$ cat src/rtl/timer_scheduler_pkg.sv
// Shared register map, control/status bit positions and channel state encoding
// for the timer scheduler.
package timer_scheduler_pkg;

    localparam int unsigned MaxCh = 4;

    localparam logic [3:0] AddrPrescale = 4'd0;
    localparam logic [3:0] AddrCtrl     = 4'd1;
    localparam logic [3:0] AddrIrqClr   = 4'd2;
    localparam logic [3:0] AddrMode     = 4'd3;
    localparam logic [3:0] AddrReload0  = 4'd4;
    localparam logic [3:0] AddrReload1  = 4'd5;
    localparam logic [3:0] AddrReload2  = 4'd6;
    localparam logic [3:0] AddrReload3  = 4'd7;
    localparam logic [3:0] AddrCount0   = 4'd8;
    localparam logic [3:0] AddrCount1   = 4'd9;
    localparam logic [3:0] AddrCount2   = 4'd10;
    localparam logic [3:0] AddrCount3   = 4'd11;
    localparam logic [3:0] AddrStatus   = 4'd12;

    localparam int unsigned CtrlStartLsb = 0;
    localparam int unsigned CtrlStopLsb  = 4;
    localparam int unsigned StatusRunLsb = 0;
    localparam int unsigned StatusIrqLsb = 4;

    typedef enum logic {
        StIdle = 1'b0,
        StRun  = 1'b1
    } ch_state_e;

    // RELOAD and COUNT banks each occupy an aligned group of four addresses.
    function automatic logic is_reload_addr(input logic [3:0] addr);
        return addr[3:2] == AddrReload0[3:2];
    endfunction

    function automatic logic is_count_addr(input logic [3:0] addr);
        return addr[3:2] == AddrCount0[3:2];
    endfunction

endpackage

$ cat src/rtl/timer_channel.sv
// One timer channel: IDLE/RUN state, down-counter, reload value and pending IRQ.
module timer_channel
    import timer_scheduler_pkg::*;
#(
    parameter int unsigned CNT_W = 16
) (
    input  logic             clk_i,
    input  logic             rst_i,
    input  logic             start_i,
    input  logic             stop_i,
    input  logic             tick_i,
    input  logic             periodic_i,
    input  logic             reload_we_i,
    input  logic [CNT_W-1:0] reload_data_i,
    input  logic             irq_clr_i,
    output logic             run_o,
    output logic             run_next_o,
    output logic             irq_o,
    output logic [CNT_W-1:0] count_o,
    output logic [CNT_W-1:0] reload_o
);

    ch_state_e        state_q, state_d;
    logic [CNT_W-1:0] count_q, count_d;
    logic [CNT_W-1:0] reload_q, reload_d;
    logic             irq_q, irq_d;
    logic             expire;

    assign expire = (state_q == StRun) && tick_i && (count_q == '0);

    always_comb begin
        state_d  = state_q;
        count_d  = count_q;
        reload_d = reload_we_i ? reload_data_i : reload_q;
        irq_d    = irq_q;

        if (irq_clr_i) begin
            irq_d = 1'b0;
        end
        if (expire) begin
            irq_d = 1'b1;
        end

        if ((state_q == StRun) && tick_i) begin
            if (count_q != '0) begin
                count_d = count_q - CNT_W'(1);
            end else if (periodic_i) begin
                count_d = reload_q;
            end else begin
                state_d = StIdle;
                count_d = '0;
            end
        end

        // Start overrides a coincident expiry; stop then overrides both and freezes COUNT.
        if (start_i) begin
            state_d = StRun;
            count_d = reload_q;
        end
        if (stop_i) begin
            state_d = StIdle;
            count_d = count_q;
        end
    end

    always_ff @(posedge clk_i) begin
        if (rst_i) begin
            state_q  <= StIdle;
            count_q  <= '0;
            reload_q <= '0;
            irq_q    <= 1'b0;
        end else begin
            state_q  <= state_d;
            count_q  <= count_d;
            reload_q <= reload_d;
            irq_q    <= irq_d;
        end
    end

    assign run_o      = (state_q == StRun);
    assign run_next_o = (state_d == StRun);
    assign irq_o      = irq_q;
    assign count_o    = count_q;
    assign reload_o   = reload_q;

endmodule

$ cat src/rtl/timer_scheduler.sv
// Multi-channel timer: shared prescaler, register decode and readback around
// per-channel timer_channel instances.
module timer_scheduler
    import timer_scheduler_pkg::*;
#(
    parameter int unsigned NUM_CH = 4,
    parameter int unsigned CNT_W  = 16,
    parameter int unsigned PRE_W  = 8
) (
    input  logic              CLK,
    input  logic              RESET,
    input  logic              WR_EN,
    input  logic [3:0]        WR_ADDR,
    input  logic [CNT_W-1:0]  WR_DATA,
    input  logic [3:0]        RD_ADDR,
    output logic [CNT_W-1:0]  RD_DATA,
    output logic              TICK_OUT,
    output logic [NUM_CH-1:0] IRQ
);

    logic [7:0]        wr_byte;
    logic              wr_prescale, wr_ctrl, wr_irq_clr, wr_mode;
    logic [PRE_W-1:0]  prescale_q, prescale_d;
    logic [PRE_W-1:0]  pre_q, pre_d;
    logic              tick_q, tick_d;
    logic [NUM_CH-1:0] mode_q, mode_d;
    logic              pre_en;
    logic [7:0]        status;

    logic [MaxCh-1:0]  run_ext, run_next_ext, irq_ext;
    logic [CNT_W-1:0]  reload_ext [MaxCh];
    logic [CNT_W-1:0]  count_ext  [MaxCh];

    assign wr_byte    = 8'(WR_DATA);
    assign wr_prescale = WR_EN && (WR_ADDR == AddrPrescale);
    assign wr_ctrl     = WR_EN && (WR_ADDR == AddrCtrl);
    assign wr_irq_clr  = WR_EN && (WR_ADDR == AddrIrqClr);
    assign wr_mode     = WR_EN && (WR_ADDR == AddrMode);

    for (genvar i = 0; i < MaxCh; i++) begin : g_ch
        if (i < NUM_CH) begin : g_on
            logic reload_we;
            assign reload_we = WR_EN && is_reload_addr(WR_ADDR) && (WR_ADDR[1:0] == 2'(i));

            timer_channel #(
                .CNT_W(CNT_W)
            ) u_ch (
                .clk_i        (CLK),
                .rst_i        (RESET),
                .start_i      (wr_ctrl && wr_byte[CtrlStartLsb + i]),
                .stop_i       (wr_ctrl && wr_byte[CtrlStopLsb + i]),
                .tick_i       (tick_q),
                .periodic_i   (mode_q[i]),
                .reload_we_i  (reload_we),
                .reload_data_i(WR_DATA),
                .irq_clr_i    (wr_irq_clr && wr_byte[i]),
                .run_o        (run_ext[i]),
                .run_next_o   (run_next_ext[i]),
                .irq_o        (irq_ext[i]),
                .count_o      (count_ext[i]),
                .reload_o     (reload_ext[i])
            );
        end else begin : g_off
            assign run_ext[i]      = 1'b0;
            assign run_next_ext[i] = 1'b0;
            assign irq_ext[i]      = 1'b0;
            assign count_ext[i]    = '0;
            assign reload_ext[i]   = '0;
        end
    end

    // Enabling on the next-state run flags lets the prescaler start counting in
    // the same edge that starts a channel, so the first period is a full one.
    assign pre_en = |run_next_ext;

    always_comb begin
        prescale_d = wr_prescale ? PRE_W'(WR_DATA) : prescale_q;
        mode_d     = wr_mode ? wr_byte[NUM_CH-1:0] : mode_q;
        tick_d     = 1'b0;
        pre_d      = '0;
        if (pre_en) begin
            tick_d = (pre_q == prescale_q);
            pre_d  = (pre_q == prescale_q) ? '0 : pre_q + PRE_W'(1);
        end
        if (wr_prescale) begin
            pre_d = '0;
        end
    end

    always_ff @(posedge CLK) begin
        if (RESET) begin
            prescale_q <= '0;
            pre_q      <= '0;
            tick_q     <= 1'b0;
            mode_q     <= '0;
        end else begin
            prescale_q <= prescale_d;
            pre_q      <= pre_d;
            tick_q     <= tick_d;
            mode_q     <= mode_d;
        end
    end

    always_comb begin
        status = '0;
        status[StatusRunLsb +: MaxCh] = run_ext;
        status[StatusIrqLsb +: MaxCh] = irq_ext;
    end

    always_comb begin
        RD_DATA = '0;
        if (is_reload_addr(RD_ADDR)) begin
            RD_DATA = reload_ext[RD_ADDR[1:0]];
        end else if (is_count_addr(RD_ADDR)) begin
            RD_DATA = count_ext[RD_ADDR[1:0]];
        end else begin
            case (RD_ADDR)
                AddrPrescale: RD_DATA = CNT_W'(prescale_q);
                AddrMode:     RD_DATA = CNT_W'(mode_q);
                AddrStatus:   RD_DATA = CNT_W'(status);
                default:      RD_DATA = '0;
            endcase
        end
    end

    assign TICK_OUT = tick_q;
    assign IRQ      = irq_ext[NUM_CH-1:0];

endmodule

$ cat config.mk
export PLATFORM = sky130hd
export DESIGN_NAME = timer_scheduler
export DESIGN_NICKNAME = d
export VERILOG_FILES = /design/src/rtl/timer_scheduler_pkg.sv /design/src/rtl/timer_channel.sv /design/src/rtl/timer_scheduler.sv
export SDC_FILE = /design/constraint.sdc
export NUM_CORES = 1
export LEC_CHECK = 0
export CORE_ASPECT_RATIO = 0.9
export CORE_UTILIZATION = 50
export CTS_CLUSTER_SIZE = 16
export DETAILED_ROUTE_END_ITERATION = 6
export GPL_TIMING_DRIVEN = 0
export PLACE_DENSITY = 0.69
export SLEW_MARGIN = 20
export SYNTH_ARGS = -nofsm -noshare
export SYNTH_HDL_FRONTEND = slang
export SYNTH_SLANG_ARGS = --single-unit
$ cat constraint.sdc
create_clock -name CLK -period 3.14 [get_ports CLK]
set_input_delay 0.471 -clock CLK [delete_from_list [all_inputs] [get_ports CLK]]
set_output_delay 0.471 -clock CLK [all_outputs]
set_load 0.03 [all_outputs]
==> results of run 1 <==
## synth_stat cells (18+ instances only)
| library cell | count | area (µm²) |
|---|---|---|
| nand2_1 | 200 | 751 |
| dfxtp_1 | 157 | 3140 |
| a21oi_1 | 128 | 641 |
| nor2_1 | 96 | 360 |
| clkbuf_1 | 65 | 244 |
| o21ai_0 | 47 | 235 |
| nor3_1 | 34 | 170 |
| mux4_2 | 31 | 698 |
| inv_1 | 27 | 101 |
| a22oi_1 | 24 | 180 |
| nor4_1 | 22 | 138 |
| o22ai_1 | 21 | 131 |
| nand3_1 | 18 | 90.1 |
## cells by family after synthesis
logic type / share of synthesized area, %
fa+ha+maj: 1.30
flops: 36.2
buf+inv: 5.01
simple gates: 23.4
xor+xnor: 2.02
compound gates: 23.8
mux: 8.34
## metal layers
layer | track usage (%) | up-vias
met1 | 53.9 | 4268
met5 | 0 | -
met4 | 15.8 | 2
met3 | 8.43 | 92
li1 | - | 4101
met2 | 53.8 | 596
## critical path, delay by kind of cell
kind / cells / cell delay (ns)
buf+inv: 3 / 1.68
simple gates: 1 / 0.17
compound gates: 1 / 0.27
## power by group through the flow
stage | combinational, mW | sequential (mW) | clock (mW)
2_1_floorplan | 0.289 | 2.07 | 0
3_3_place_gp | 0.440 | 2.08 | 0
3_5_place_dp | 0.441 | 2.08 | 0
4_1_cts | 0.444 | 2.04 | 2.08
5_1_grt | 0.488 | 2.04 | 2.17
6_report | 0.459 | 2.04 | 2.09
## flip-flops by register name (all words and copies together), names as in the netlist
register and flops:
pre_q 8, g_ch.g_on.u_ch.irq_o 4, g_ch.g_on.u_ch.reload_o 64, TICK_OUT 1
g_ch.g_on.u_ch.run_o 4, prescale_q 8, mode_q 4, g_ch.g_on.u_ch.count_o 64
## worst max-delay path by stage
stage,startpoint,end,slack [ns],cells past startpoint
final,RD_ADDR[3],RD_DATA[15],0.07,5
after detailed placement,RD_ADDR[0],RD_DATA[1],-0.59,7
after CTS,RD_ADDR[0],RD_DATA[13],0.003,6
after global placement,RD_ADDR[0],RD_DATA[1],-0.57,7
after floorplan,RD_ADDR[0],RD_DATA[2],0.22,8
after global routing,RD_ADDR[0],RD_DATA[7],0.002,8
## area by class of cell
cell class / count / area, µm²
flip-flops and latches: 157 / 3140
multi-input cells: 823 / 5130
well taps: 235 / 294
fillers: 1557 / 6970
inverters: 27 / 101
clock buffers: 17 / 425
clock inverters: 15 / 153
plain buffers: 81 / 354
repair buffers: 37 / 370
## per-stage QoR
| step | TNS [ns] | std cells | total power [mW] |
|---|---|---|---|
| 2_1_floorplan | 0 | 1088 | 2.36 |
| 3_3_place_gp | -12.17 | 1360 | 2.52 |
| 3_5_place_dp | -14.89 | 1360 | 2.52 |
| 4_1_cts | 0 | 1392 | 4.56 |
| 5_1_grt | 0 | 1392 | 4.70 |
| 6_report | 0 | 1392 | 4.58 |
## timing repair
action | 4_1_cts | 5_1_grt
gates resized for setup | 13 | 10
pin swaps | 0 | 0
buffers inserted | 0 | 0
endpoints found under the setup margin | 16 | 37
==> impl_metrics.env, run 1 <==
export IMPL_clockPowerShare_pct=45.5
export IMPL_crit_slowest_cell="clkdlybuf4s50_1"
export IMPL_met3_length_um=4050
export IMPL_hold_path_class="in2reg"
export IMPL_cp_max_fo=10
export IMPL_path_clk_slew_ns=0.07
export IMPL_coreArea_um2=16900
export IMPL_worst_slack_ns=0.0705
export IMPL_rsz0062_at_grt="false"
export IMPL_p_leak_nw=3.37
export IMPL_totalWireLength_um=33100
export IMPL_pwr_share_comb_pct=10.0
export IMPL_min_period_over_period_pct=97.8
export IMPL_cp_start_kind="input pin"
export IMPL_async_reset_ff_share_pct=0
export IMPL_areaGrowthSynthToFinish_pct=14.8
export IMPL_layout_common_cells="nand2_1, dfxtp_1, a21oi_1, nor2_1, clkbuf_1"
export IMPL_rr_startpoint="g_ch[1].g_on.u_ch.count_o[10]"
export IMPL_postCtsHoldBufs=0
export IMPL_die_x_um=141
export IMPL_drv_slew=0
export IMPL_arrival_ns=2.60
export IMPL_start_util_pct=51.3
export IMPL_hpwlAfterDp_um=25000
export IMPL_path_cells="clkdlybuf4s50_1 > nor2b_1 > clkbuf_1 > a22o_1 > clkdlybuf4s50_1"
export IMPL_grt_pass1_vias=8103
export IMPL_maxUsedRoutingLayer="met5"
export IMPL_min_from="WR_DATA[3]"
export IMPL_slowest_delay_ns=0.68
export IMPL_cpMostUsedCell="clkdlybuf4s50_1"
export IMPL_synthCells=1088
export IMPL_antenna_found_initial=1
export IMPL_vias=9059
export IMPL_syn_area_per_cell_um2=7.99
export IMPL_m1WireLength_um=14000
export IMPL_htreeDepth=4
export IMPL_rows=45
export IMPL_synth_area_um2=8690
export IMPL_synth_distinct_cells=60
export IMPL_first_pass_iters=6
export IMPL_final_layout_size_suffix_gt1_share_pct=8.38
export IMPL_hold_path_end="g_ch[2].g_on.u_ch.reload_o[3]"
export IMPL_cts_path_max_buffers=2
export IMPL_grt_use_total_pct=37.5
export IMPL_timing_hold_ws_ns=0.468
export IMPL_post_dp_cell_area_um2=9360
export IMPL_grt_remaining_overflow=0
export IMPL_insertion_delay_ns=0.44
export IMPL_power_switching_mw=1.30
export IMPL_p_sw_share_pct=28.3
export IMPL_hold_path_depth=3
export IMPL_worstPathRequired_ns=2.67
export IMPL_wl_per_cell_um=23.7
export IMPL_drtIter0Drc=1134
export IMPL_pre_cts_ws_ns=-0.588
export IMPL_worstSetupPathType="in2out"
export IMPL_vias_per_cell=6.51
export IMPL_grt_pass1_wl_um=49500
export IMPL_post_route_min_period_ns=3.07
export IMPL_drc_errors=0
export IMPL_r2r_setup_slack_ns=0.30
export IMPL_worst_slew_pin_slew_ns=1.13
export IMPL_final_core_util_pct=58.8
export IMPL_ant_nets=0
export IMPL_clock_sinks=157
export IMPL_cap_violations=0
export IMPL_portBuffers=37
export IMPL_synth_ff_type="dfxtp_1"
export IMPL_fmax_mhz=326
export IMPL_design_area_um2=9970
export IMPL_reg2reg_to="pre_q[5]"
export IMPL_power_density_nw_per_um2=460
export IMPL_cts_tree="yes"
export IMPL_synth_nets=1124
export IMPL_hold_viol=0
export IMPL_fin_skew_ns=0.0105
export IMPL_gp_congestion=1.00
export IMPL_cts_root_buf="clkbuf_16"
export IMPL_yosysWarnings=0
export IMPL_ff2ff_path_depth=6
export IMPL_antennaDiodeCount=0
export IMPL_fin_nets=1180
export IMPL_numCtsBuffers=17
export IMPL_internal_power_mw=3.28
export IMPL_setup_viol_count_final=0
export IMPL_dr_wl_met2_um=13700
export IMPL_die_h_um=127
export IMPL_status="finished, final reports clean"
export IMPL_layout_commonest_cell="nand2_1"
export IMPL_crit_path_end_kind="output port"
export IMPL_synth_seq_area_share_pct=36.2
export IMPL_synth_edf_count=0
export IMPL_synth_seq_cells=157
export IMPL_die_area_um2=17900
export IMPL_seq_power_share_pct=44.5
export IMPL_grt_max_degree=17
export IMPL_max_slew_margin_pct=24.2
export IMPL_io_pins=48
export IMPL_max_vdd_ir_drop_v=0.000384
No activity file was read; power rests on OpenSTA's default activity.
==> inputs of run 2 (changes only) <==
--- a/config.mk
+++ b/config.mk
@@ -9,7 +9,6 @@
 export CORE_UTILIZATION = 50
 export CTS_CLUSTER_SIZE = 16
 export DETAILED_ROUTE_END_ITERATION = 6
-export GPL_TIMING_DRIVEN = 0
 export PLACE_DENSITY = 0.69
 export SLEW_MARGIN = 20
 export SYNTH_ARGS = -nofsm -noshare
==> run 2 against run 1 <==
Net effect: worst hold slack improved by 0.011 ns; non-clock buffer count decreased by 21; setup slack improved by 0.15 ns; clock skew fell by 0.00074 ns; first-iteration DRC count up 14%; sequential power about the same; combinational power about the same; die area is the same; global-route usage shrank 3.7 points; count of clock-buffer cells in the layout is 1 higher; critical path depth is 1 higher; cell count decreased by 1.5%.
==> impl_metrics.env, run 2 (synthesis gave the netlist of run 1 again) <==
export IMPL_status="finished, final reports clean"
export IMPL_insertion_delay_ns=0.45
export IMPL_final_layout_size_suffix_gt1_share_pct=12.0
export IMPL_hold_path_depth=2
export IMPL_portBuffers=47
export IMPL_rows=45
export IMPL_htreeDepth=4
export IMPL_coreArea_um2=16900
export IMPL_max_vdd_ir_drop_v=0.000405
export IMPL_grt_pass1_vias=7672
export IMPL_drv_slew=0
export IMPL_vias_per_cell=6.44
export IMPL_design_power_total_mw=4.55
export IMPL_io_pins=48
export IMPL_fmax_mhz=343
export IMPL_internal_power_mw=3.25
export IMPL_worstPathRequired_ns=2.67
export IMPL_fin_skew_ns=0.00975
export IMPL_cts_setup_buffers=0
export IMPL_cts_resized=0
export IMPL_path_clk_slew_ns=0.07
export IMPL_postCtsHoldBufs=0
export IMPL_gp_congestion=0.960
export IMPL_n_fill_cell=1524
export IMPL_worst_slew_pin_slew_ns=0.870
export IMPL_pwr_share_comb_pct=10.1
export IMPL_cts_root_buf="clkbuf_16"
export IMPL_drc_errors=0
export IMPL_clock_sinks=157
export IMPL_cap_violations=0
export IMPL_areaGrowthSynthToFinish_pct=16.3
export IMPL_clockPowerShare_pct=45.2
export IMPL_cts_path_max_buffers=2
export IMPL_placed_cells=1339
export IMPL_multi_input_area_um2=5120
export IMPL_rsz0062_at_grt="false"
export IMPL_hpwlAfterDp_um=21800
export IMPL_design_area_um2=10100
export IMPL_cp_max_fo=34
export IMPL_drtIter0Drc=1294
export IMPL_cp_start_kind="input pin"
export IMPL_p_sw_share_pct=28.6
export IMPL_grt_remaining_overflow=0
export IMPL_ant_nets=0
export IMPL_totalWireLength_um=29400
export IMPL_worst_slack_ns=0.223
export IMPL_fin_nets=1159
export IMPL_p_leak_nw=3.46
export IMPL_finalSetupTns_ns=0
export IMPL_ff2ff_path_depth=7
export IMPL_antenna_found_initial=1
export IMPL_instances_no_fill=1371
export IMPL_hold_viol=0
export IMPL_crit_path_end_kind="output port"
export IMPL_antennaDiodeCount=0
export IMPL_start_util_pct=51.3
export IMPL_arrival_ns=2.45
export IMPL_post_dp_cell_area_um2=9530
export IMPL_regArea_um2=3140
export IMPL_worstSetupPathType="in2out"
export IMPL_final_core_util_pct=59.6
export IMPL_grt_pass1_wl_um=45600
export IMPL_cts_tree="yes"
export IMPL_grt_use_total_pct=33.8
export IMPL_seq_power_share_pct=44.7
export IMPL_min_period_over_period_pct=92.9
export IMPL_max_slew_margin_pct=42.0
export IMPL_pre_cts_ws_ns=0.0778
export IMPL_vias=8833
export IMPL_die_h_um=127
export IMPL_power_density_nw_per_um2=451
export IMPL_die_x_um=141
export IMPL_power_switching_mw=1.30
export IMPL_die_area_um2=17900
export IMPL_post_route_min_period_ns=2.92
export IMPL_hold_path_class="reg2reg"
export IMPL_numCtsBuffers=17
export IMPL_timing_hold_ws_ns=0.480
export IMPL_wl_per_cell_um=21.5
export IMPL_setup_viol_count_final=0
export IMPL_first_pass_iters=6
export IMPL_layout_common_cells="nand2_1, dfxtp_1, a21oi_1, nor2_1, buf_4"
export IMPL_layout_commonest_cell="nand2_1"
export IMPL_grt_max_degree=48
==> run 2: cell types whose count changed in the layout (fill, tap and decap cells not counted), moves of 3 or more <==
cell,previous run,this run
clkinv_4,4,0
buf_12,0,4
buf_4,6,55
inv_8,2,5
clkbuf_2,4,0
clkdlybuf4s50_1,31,37
dlygate4sd2_1,4,0
clkbuf_1,61,1
buf_2,6,1
==> run 2: metal layers <==
metal	up-vias	track usage, %	routed length (µm)	share of wire [%]
met1	4234	50.1	12900	44
met5	-	0	13	0.044
met4	2	9.27	497	1.7
li1	4064	-	-	-
met3	41	9.41	3340	11
met2	492	47.6	12600	43
==> run 2: power groups by stage <==
stage                     clock network, mW  registers [mW]  logic [mW]
after floorplan                           0            2.07       0.289
after global placement                    0            2.08       0.446
after detailed placement                  0            2.08       0.448
after CTS                              2.07            2.03       0.450
after global routing                   2.16            2.04       0.491
final                                  2.06            2.04       0.458
==> run 2: worst paths after layout <==
kind | from | to | slack (ns)
setup / recovery | RD_ADDR[1] | RD_DATA[1] | 0.22
hold / removal | g_ch[1].g_on.u_ch.reload_o[15] | g_ch[1].g_on.u_ch.reload_o[15] | 0.48
setup reg to reg | g_ch[1].g_on.u_ch.count_o[6] | g_ch[1].g_on.u_ch.count_o[15] | 0.45
hold reg to reg | g_ch[1].g_on.u_ch.reload_o[15] | g_ch[1].g_on.u_ch.reload_o[15] | 0.48
==> run 2: cell type report <==
type	instances	area share (%)
Clock buffer	18	4.25
Timing Repair Buffer	97	8.59
Inverter	27	1.00
Sequential cell	157	31.1
Tap cell	235	2.91
Multi-Input combinational cell	823	50.7
Clock inverter	14	1.46
==> run 2: critical path, stage by stage <==
cell             delay (ns)
clkdlybuf4s50_1        0.51
buf_12                 0.21
mux4_2                 0.32
a22oi_1                0.24
nand2_1                0.10
clkdlybuf4s50_1        0.59
==> inputs of run 3 (changes only) <==
--- a/config.mk
+++ b/config.mk
@@ -5,6 +5,7 @@
 export SDC_FILE = /design/constraint.sdc
 export NUM_CORES = 1
 export LEC_CHECK = 0
+export ABC_AREA = 0
 export CORE_ASPECT_RATIO = 0.9
 export CORE_UTILIZATION = 50
 export CTS_CLUSTER_SIZE = 16
==> results of run 3 <==
No change in the layout: final DEF, timing and power equal those of run 2.
